--- config.mk ---
export PLATFORM = sky130hd
export DESIGN_NAME = obstacle_scheduler_flat
export DESIGN_NICKNAME = d
export VERILOG_FILES = /design/src/rtl/obstacle_scheduler_pkg.sv /design/src/rtl/obstacle_scheduler_if.sv /design/src/rtl/obstacle_scheduler_lfsr16.sv /design/src/rtl/obstacle_scheduler.sv /design/src/flat_wrapper.sv
export SDC_FILE = /design/constraint.sdc
export NUM_CORES = 1
export LEC_CHECK = 0
export CAP_MARGIN = 15
export CORE_MARGIN = 5
export CORE_UTILIZATION = 48
export CTS_BUF_LIST = sky130_fd_sc_hd__clkbuf_8
export DETAILED_ROUTE_END_ITERATION = 6
export GPL_TIMING_DRIVEN = 0
export PLACE_DENSITY = 0.75
export SETUP_SLACK_MARGIN = 0.2
export SYNTH_ARGS = -nofsm -noshare
export SYNTH_HDL_FRONTEND = slang
export SYNTH_SLANG_ARGS = --single-unit
--- constraint.sdc ---
create_clock -name clk -period 10.2 [get_ports clk]
set_clock_uncertainty 0.1 [all_clocks]
set_input_delay 2.04 -clock clk [delete_from_list [all_inputs] [get_ports clk]]
set_output_delay 2.04 -clock clk [all_outputs]
set_load 0.02 [all_outputs]
--- src/rtl/obstacle_scheduler_pkg.sv ---
// obstacle_scheduler_pkg: shared FSM states, screen constants and lane helper for the obstacle scheduler
package obstacle_pkg;
  typedef enum logic [2:0] {IDLE, UPDATE, SPAWN, CHECK, DONE} state_t;
  localparam int H_ACTIVE = 640;
  localparam int V_ACTIVE = 480;
  localparam int LANE_BASE = 96;
  localparam int LANE_STEP = 96;
  localparam int GAP_MIN = 32;
  localparam logic [15:0] LFSR_SEED = 16'hACE1;
  function automatic logic [9:0] lane_y(input logic [1:0] sel);
    return 10'(LANE_BASE + LANE_STEP * int'(sel));
  endfunction
endpackage

--- src/rtl/obstacle_scheduler_if.sv ---
// obstacle_scheduler_if: control, pixel-position and status signals between game logic and the scheduler
interface obstacle_scheduler_if;
  logic       frame;
  logic       run;
  logic       clear;
  logic [9:0] HQ;
  logic [9:0] VQ;
  logic       AR;
  logic [9:0] player_y;
  logic       obs_pix;
  logic       busy;
  logic       collision;
  logic [7:0] score;
  logic       overrun;
  modport master (
    output frame, run, clear, HQ, VQ, AR, player_y,
    input  obs_pix, busy, collision, score, overrun
  );
  modport slave (
    input  frame, run, clear, HQ, VQ, AR, player_y,
    output obs_pix, busy, collision, score, overrun
  );
endinterface

--- src/rtl/obstacle_scheduler_lfsr16.sv ---
// lfsr16: 16-bit Fibonacci LFSR (taps 16,14,13,11) with step enable, async reset to seed
module lfsr16
  import obstacle_pkg::*;
#(
  parameter int OUT_W = 16
) (
  input  logic             clk,
  input  logic             rst,
  input  logic             i_step,
  output logic [OUT_W-1:0] o_rnd
);
  logic [15:0] r_state;
  logic        w_fb;
  assign w_fb = r_state[0] ^ r_state[2] ^ r_state[3] ^ r_state[5];
  assign o_rnd = r_state[OUT_W-1:0];
  // Shift right, feeding the tap parity into the top bit, once per enabled cycle.
  always_ff @(posedge clk or posedge rst)
    if (rst) r_state <= LFSR_SEED;
    else if (i_step) r_state <= {w_fb, r_state[15:1]};
endmodule

--- src/rtl/obstacle_scheduler.sv ---
// obstacle_scheduler: per-frame obstacle table sequencer with registered pixel hit; OBS_SPEEDUP_EN adds score-driven speed-up
module obstacle_scheduler
  import obstacle_pkg::*;
#(
  parameter int NUM_OBS  = 4,
  parameter int SPEED    = 2,
  parameter int OBS_W    = 16,
  parameter int OBS_H    = 16,
  parameter int PLAYER_X = 64
) (
  input logic clk,
  input logic rst,
  obstacle_scheduler_if.slave bus
);
  localparam int IW = (NUM_OBS > 1) ? $clog2(NUM_OBS) : 1;
  localparam logic [IW-1:0] LAST = IW'(NUM_OBS - 1);
  state_t        r_state, w_next;
  logic [IW-1:0] r_idx;
  logic [NUM_OBS-1:0] r_act;
  logic [9:0]    r_x [NUM_OBS];
  logic [9:0]    r_y [NUM_OBS];
  logic [5:0]    r_gap;
  logic [7:0]    r_score;
  logic          r_coll, r_over, r_pix;
  logic [4:0]    w_rnd;
  logic [3:0]    w_speed;
  logic          w_last, w_upd, w_retire, w_inc, w_hit, w_free, w_pix, w_step;
  logic [IW-1:0] w_free_idx;
  logic [9:0]    w_cx, w_cy;
  logic [10:0]   w_py;

  assign w_last   = r_idx == LAST;
  assign w_cx     = r_x[r_idx];
  assign w_cy     = r_y[r_idx];
  assign w_py     = 11'(bus.player_y);
  assign w_upd    = r_state == UPDATE && r_act[r_idx] && !bus.clear;
  assign w_retire = w_cx < 10'(w_speed);
  assign w_inc    = w_upd && w_retire && r_score != 8'hFF;
  assign w_step   = r_state == SPAWN && !bus.clear;
  assign w_hit    = r_act[r_idx]
                 && 11'(w_cx) < 11'(PLAYER_X + OBS_W)
                 && 11'(PLAYER_X) < 11'(w_cx) + 11'(OBS_W)
                 && 11'(w_cy) < w_py + 11'(OBS_H)
                 && w_py < 11'(w_cy) + 11'(OBS_H);

  assign bus.busy      = r_state != IDLE;
  assign bus.collision = r_coll;
  assign bus.overrun   = r_over;
  assign bus.score     = r_score;
  assign bus.obs_pix   = r_pix;

  lfsr16 #(.OUT_W(5)) u_lfsr (
    .clk   (clk),
    .rst   (rst),
    .i_step(w_step),
    .o_rnd (w_rnd)
  );

`ifdef OBS_SPEEDUP_EN
  logic [3:0] r_speed;
  // Effective speed rises by one whenever the score rolls over a multiple of eight, up to 8.
  always_ff @(posedge clk or posedge rst)
    if (rst) r_speed <= 4'(SPEED);
    else if (w_inc && r_score[2:0] == 3'd7 && r_speed < 4'd8) r_speed <= r_speed + 4'd1;
  assign w_speed = r_speed;
`else
  assign w_speed = 4'(SPEED);
`endif

  // Next-state: one pass of UPDATE slots, one SPAWN, one pass of CHECK slots, DONE; clear aborts.
  always_comb begin
    w_next = r_state;
    case (r_state)
      IDLE:    w_next = (bus.frame && bus.run) ? UPDATE : IDLE;
      UPDATE:  w_next = w_last ? SPAWN : UPDATE;
      SPAWN:   w_next = CHECK;
      CHECK:   w_next = w_last ? DONE : CHECK;
      DONE:    w_next = IDLE;
      default: w_next = IDLE;
    endcase
    if (bus.clear) w_next = IDLE;
  end

  // Lowest-index free slot; scanning downwards lets the lowest index overwrite the others.
  always_comb begin
    w_free     = 1'b0;
    w_free_idx = '0;
    for (int i = NUM_OBS - 1; i >= 0; i--)
      if (!r_act[i]) begin
        w_free     = 1'b1;
        w_free_idx = IW'(i);
      end
  end

  // Any active obstacle box covering the current pixel.
  always_comb begin
    w_pix = 1'b0;
    for (int i = 0; i < NUM_OBS; i++)
      w_pix = w_pix | (r_act[i]
            && bus.HQ >= r_x[i] && 11'(bus.HQ) < 11'(r_x[i]) + 11'(OBS_W)
            && bus.VQ >= r_y[i] && 11'(bus.VQ) < 11'(r_y[i]) + 11'(OBS_H));
  end

  // State register and slot index; the index restarts at 0 for each slot pass.
  always_ff @(posedge clk or posedge rst)
    if (rst) begin
      r_state <= IDLE;
      r_idx   <= '0;
    end else begin
      r_state <= w_next;
      r_idx   <= ((r_state == UPDATE || r_state == CHECK) && !w_last && !bus.clear) ? r_idx + IW'(1) : '0;
    end

  // Obstacle table, score and spawn gap; clear takes priority over sequencer writes.
  always_ff @(posedge clk or posedge rst)
    if (rst) begin
      r_act   <= '0;
      r_score <= '0;
      r_gap   <= 6'(GAP_MIN);
      for (int i = 0; i < NUM_OBS; i++) begin
        r_x[i] <= '0;
        r_y[i] <= '0;
      end
    end else if (bus.clear) begin
      r_act   <= '0;
      r_score <= '0;
    end else if (w_upd) begin
      if (w_retire) r_act[r_idx] <= 1'b0;
      else r_x[r_idx] <= w_cx - 10'(w_speed);
      if (w_inc) r_score <= r_score + 8'd1;
    end else if (r_state == SPAWN) begin
      if (r_gap <= 6'd1) begin
        if (w_free) begin
          r_act[w_free_idx] <= 1'b1;
          r_x[w_free_idx]   <= 10'(H_ACTIVE);
          r_y[w_free_idx]   <= lane_y(w_rnd[1:0]);
          r_gap             <= 6'(GAP_MIN) + 6'(w_rnd);
        end else r_gap <= '0;
      end else r_gap <= r_gap - 6'd1;
    end

  // Sticky collision/overrun flags and the registered pixel hit.
  always_ff @(posedge clk or posedge rst)
    if (rst) begin
      r_coll <= 1'b0;
      r_over <= 1'b0;
      r_pix  <= 1'b0;
    end else begin
      r_coll <= !bus.clear && (r_coll || (r_state == CHECK && w_hit));
      r_over <= r_over || (bus.frame && r_state != IDLE);
      r_pix  <= bus.AR && w_pix;
    end
endmodule
--- src/flat_wrapper.sv ---
// flat-port wrapper written by rule: the top's interface ports become plain ports
module obstacle_scheduler_flat import obstacle_pkg::*;
#(
  parameter int NUM_OBS  = 4,
  parameter int SPEED    = 2,
  parameter int OBS_W    = 16,
  parameter int OBS_H    = 16,
  parameter int PLAYER_X = 64
)
  (clk, rst, bus_frame, bus_run, bus_clear, bus_HQ, bus_VQ, bus_AR, bus_player_y, bus_obs_pix, bus_busy, bus_collision, bus_score, bus_overrun);
  obstacle_scheduler_if bus_i ();
  input logic clk;
  input logic rst;
  input wire logic [$bits(bus_i.frame)-1:0] bus_frame;
  input wire logic [$bits(bus_i.run)-1:0] bus_run;
  input wire logic [$bits(bus_i.clear)-1:0] bus_clear;
  input wire logic [$bits(bus_i.HQ)-1:0] bus_HQ;
  input wire logic [$bits(bus_i.VQ)-1:0] bus_VQ;
  input wire logic [$bits(bus_i.AR)-1:0] bus_AR;
  input wire logic [$bits(bus_i.player_y)-1:0] bus_player_y;
  output wire logic [$bits(bus_i.obs_pix)-1:0] bus_obs_pix;
  output wire logic [$bits(bus_i.busy)-1:0] bus_busy;
  output wire logic [$bits(bus_i.collision)-1:0] bus_collision;
  output wire logic [$bits(bus_i.score)-1:0] bus_score;
  output wire logic [$bits(bus_i.overrun)-1:0] bus_overrun;
  assign bus_i.frame = bus_frame;
  assign bus_i.run = bus_run;
  assign bus_i.clear = bus_clear;
  assign bus_i.HQ = bus_HQ;
  assign bus_i.VQ = bus_VQ;
  assign bus_i.AR = bus_AR;
  assign bus_i.player_y = bus_player_y;
  assign bus_obs_pix = bus_i.obs_pix;
  assign bus_busy = bus_i.busy;
  assign bus_collision = bus_i.collision;
  assign bus_score = bus_i.score;
  assign bus_overrun = bus_i.overrun;
  obstacle_scheduler #(.NUM_OBS(NUM_OBS), .SPEED(SPEED), .OBS_W(OBS_W), .OBS_H(OBS_H), .PLAYER_X(PLAYER_X)) u_core (.clk(clk), .rst(rst), .bus(bus_i));
endmodule
[After elaboration in Yosys (flattened, before gate mapping)]
Index checks and enable logic that the tools add are counted.
Cells by class
  add/sub/neg operators: 17
  bitwise operators: 16
  equal/unequal tests: 7
  order comparisons: 30
  $mul: 1
  mux-type cells: 48
  reductions and logical operators: 56
Operators with widths (number)
  $mux 40: 5
  $add 10x5->11 const B: 11
  $lt 10x11->1: 10
  $bwmux 40: 2
  $ge 10x10->1: 8
  $mux 10: 6
  $bmux 10 s2: 2
  $demux 10 s2: 2
  $logic_and 1x1->1: 36
  $and 32x32->32: 1
  $not 32->32: 1
  $mux 4: 6
  $mux 8: 3
  $mux 2: 6
  $mux 6: 2
  $pmux 3 s4: 1
  $reduce_bool 3->1: 4
  $lt 7x11->1 const A: 1
  $add 8x10->10 const A: 1
  $lt 10x2->1 const B: 1
  $lt 10x7->1 const B: 1
  $reduce_and 5->1: 2
  $reduce_bool 2->1: 5
  $sub 10x2->10 const B: 1
  other kinds (34): 57
Word-level totals
  register bits: 122
  input bits: 36

[Logic depth before layout (Yosys ltp)]
  depth after elaboration: 15
  depth in mapped cells: 12

[Hierarchy]
A second synthesis with hierarchy kept.
Unflattened totals
  cells, all modules: 784
  area, all modules: 7748.7 um2
By module, submodules not included
  obstacle_scheduler: area each 7031.7 um2, cells an instance 740, sequential area each 2153.3 um2, instances 1
  lfsr16: area each 716.9 um2, cells an instance 44, sequential area each 410.4 um2, instances 1

[Least setup slack after synthesis]
Ideal clock, no wire load.
  kind: input to register
  from: input bus_clear
  to: register u_core.r_x[0] in the netlist's numbering
  arrival time: 3.879 ns
  stages on the path: 8
  required time: 9.973 ns
  library setup time: 0.127 ns
  setup slack: 6.094 ns
  path through: clkbuf_1 > nor4b_1 > nand2_1 > or3_1 > clkbuf_1 > clkbuf_1 > nand3_1 > o21ai_0
On the way
  word-level cells in the longest chain between the ends: 4
  elaborated cells on any way between the ends: 9
  those cells by class: eq/ne: 1; mux: 1; bitwise: 1; reduce/logical: 6
RTL lines
  start, declared: line flat_wrapper.sv:16  | input wire logic [$bits(bus_i.clear)-1:0] bus_clear;
  $logic_not 1->1: line obstacle_scheduler.sv:36  | assign w_upd = r_state == UPDATE && r_act[r_idx] && !bus.clear;
  $logic_and 1x1->1: line obstacle_scheduler.sv:36
  $ne 2x2->1 (no line) / $reduce_bool 2->1 (equally long branches)
  $reduce_and 5->1 (no line)
  end signal, assigned by index: line obstacle_scheduler.sv:129  | else r_x[r_idx] <= w_cx - 10'(w_speed);
  end signal, assigned by index: line obstacle_scheduler.sv:135  | r_x[w_free_idx] <= 10'(H_ACTIVE);
  end, declared: line obstacle_scheduler.sv:20  | logic [9:0] r_x [NUM_OBS];
Several ways; a longest one is shown, not always the timed one.
A chain may end at the register's enable or synchronous reset.

[Worst setup path in the final report]
  from: input bus_clear
  to: register u_core.r_x[10] in the netlist's numbering
Same word-level chain as after synthesis.

==> results.toml <==
[sta]
rsz0062_at_grt = "false"
slew_headroom_pct = 26.9
hold-worst-slack_ps = 359
final.period_utilization_pct = 45.2
finalSetupViolCount = 0
final_hold_viol_count = 0
tns_ps = 0
fin_crit_ps = 4610
worst-slew-pin-transition_ps = 1080
max_freq_ghz = 0.217
drv_slew = 0

[power_and_ir_drop]
p_total_uw = 805
power_per_cell_area_mw_per_mm2 = 93.9
ir_drop_uv = 56.3
cellLeakagePower_nw = 3.62

[clock_tree]
cts_root_buf = "clkbuf_8"
holdBufCountCts = 0
clk_latency_ps = 390
htreeDepth = 3
cts_tree = "built"
clk_pin_slew_ps = 100
cts_resized = 0
post_cts_buffers = 0
clk_path_buf_depth = 2
cts.sinks = 102
cts_inserted_buffers = 9

[global_routing]
grt.overflow.total = 0
use_met2_pct = 35.0
antenna_found_initial = 0
grt_pass1_vias = 6265
grt_start_max_net_pins = 58
met3_usage_pct = 4.03
busiest_layer = "met2"
grt_use_total_pct = 21.7
met1_usage_pct = 29.9
grt_first_pass_wirelength_mm = 31.6

[synthesis]
synth-warning-count = 0
syn_area_mm2 = 0.00767
syn_avg_cell_area_um2 = 9.08
yosysMostFrequentCell = "ha_1"
ys_ff_latch = 102
syn_inst = 845
ys_types = 64
syn-num-nets = 995
synthTopCellsByArea = "dfrtp_1 (30%), ha_1 (19%), o21ai_0 (5.0%), mux4_2 (4.7%), nand2_1 (4.6%)"
synth_top_area_share_pct = 30.3
yosys-top-cells-count = "ha_1 (114), nand2_1 (94), dfrtp_1 (93)"
synth_flop_cell = "dfrtp_1"
synth_edf_count = 0
yosys.area.top_type = "dfrtp_1"
seq_area_frac_synth_pct = 33.4
postSynth.asyncResetShare_pct = 100

[setup_path]
worstSetupPathType = "in -> reg"
crit_fanout = 10
cp_num_buf_inv = 3
start_kind = "input port"
path_cells = "clkbuf_1 -> nor4b_1 -> nand2_1 -> or3_1 -> clkbuf_1 -> clkbuf_1 -> nand3_1 -> o21ai_0"
crit_arrival_ps = 4780
path_delay_family = "simple AND/OR/NAND/NOR gates"
end_kind = "register"
max_stage_delay_ps = 970
crit_slowest_cell = "nor4b_1"
crit_top_cell = "clkbuf_1"
required_ps = 10370

[floorplan]
pin_count = 48
dieHeight_um = 136
fp.dieW_um = 136
core_mm2 = 0.0158
rows = 46
start_util_pct = 48.6
dieArea_mm2 = 0.0186

[run_status]
status = "finished clean"

[cells_and_area]
drive_above_1_share_pct = 6.64
stdcell_area_mm2 = 0.00857
antenna_cells = 0
final_util_pct = 54.3
areaGrowthSynthToFinish_pct = 11.7
finalNetCount = 1049

[place]
gp_congestion = 0.916
port_buffers = 42
dpl_cell_area_mm2 = 0.00839
dpl.hpwl_mm = 14.9

[detailed_routing]
num_vias = 6483
drc = 0
ant_nets = 0
drt_wl_total_mm = 19.4
vias_per_cell = 5.79
firstDrtPassIters = 5
wl_per_cell_um = 17.3
drt_iter0_drc = 465

[hold_path]
worstHoldPathType = "reg -> reg"

[flow_run]
drv_cap = 0
==> per-layer routing <==
metal	vias to the layer above	wire length, µm
met4	0	289
met5	-	0
li1	3121	-
met1	3116	8720
met2	217	8990
met3	29	1380
==> state kept, by name, summed over array words and instances, names as in the netlist <==
signal                 count
u_core.r_x                40
u_core.r_y                20
u_core.bus.collision       1
u_core.r_idx               2
u_core.u_lfsr.r_state     16
u_core.r_act               4
u_core.bus.obs_pix         1
u_core.r_gap               6
u_core.r_state             3
u_core.bus.overrun         1
u_core.bus.score           8
==> cells by family after synthesis <==
logic type | Yosys count | synth area share (%)
DFF | 102 | 33.4
AOI/OAI and AO/OA | 176 | 14.3
buffers and inverters | 120 | 6.12
and+or+nand+nor | 274 | 17.9
xor gates and xnor gates | 39 | 4.45
adders and majority gates | 114 | 18.6
muxes | 20 | 5.24
==> worst register-to-register path: cells and delay by family, from the launching register on <==
kind            cells  cell delay, ps
compound gates      3             530
fa+ha+maj           1             170
buf+inv             4             970
flops               1             390
mux                 1             630
simple gates        2             770
==> worst paths after layout <==
| check | startpoint | end | slack (ps) | cells after the start |
|---|---|---|---|---|
| setup / recovery | bus_clear | u_core.r_x[10] | 5590 | 8 |
| hold / removal | u_core.u_lfsr.r_state[7] | u_core.u_lfsr.r_state[6] | 360 | 2 |
| setup reg to reg | u_core.r_idx[0] | u_core.r_x[7] | 6560 | 11 |
| hold reg to reg | u_core.u_lfsr.r_state[7] | u_core.u_lfsr.r_state[6] | 360 | 2 |
| max in group asynchronous | rst | u_core.u_lfsr.r_state[0] | 7280 | 3 |
| min in group asynchronous | rst | u_core.bus.overrun | 1980 | 2 |
==> placed cells by master (no fill, tap or decap), drive strengths merged, types with 11 or more instances in the layout <==
| cell type | count |
|---|---|
| xnor2 | 27 |
| nand2 | 94 |
| nor2 | 38 |
| xor2 | 12 |
| a21oi | 34 |
| mux4 | 16 |
| nor3 | 16 |
| clkbuf | 33 |
| ha | 114 |
| nand3 | 63 |
| clkdlybuf4s50 | 42 |
| dfrtp | 93 |
| nand2b | 11 |
| o21ai | 76 |
| inv | 93 |
==> area by class of cell <==
type	instances	area (µm²)
buffer	30	131
clock buffer	9	124
clock inverter	7	51.3
fill	1469	7200
inverter	90	340
multi-input combinational	623	4640
sequential	102	2560
tap	216	270
timing repair buffer	43	448
==> through the flow <==
| step | worst slack (ps) | std cells |
|---|---|---|
| floorplan | 5400 | 845 |
| global placement | 3810 | 1103 |
| detailed placement | 5230 | 1104 |
| CTS | 5650 | 1120 |
| global route | 5400 | 1120 |
| finish | 5590 | 1120 |
==> power by group <==
group / switching, mW / internal, mW / leakage (nW)
Sequential: 0.00687 / 0.411 / 1.34
Combinational: 0.0830 / 0.0611 / 2.19
Clock: 0.153 / 0.0900 / 0.0850
(Power assumes the default switching activity.)
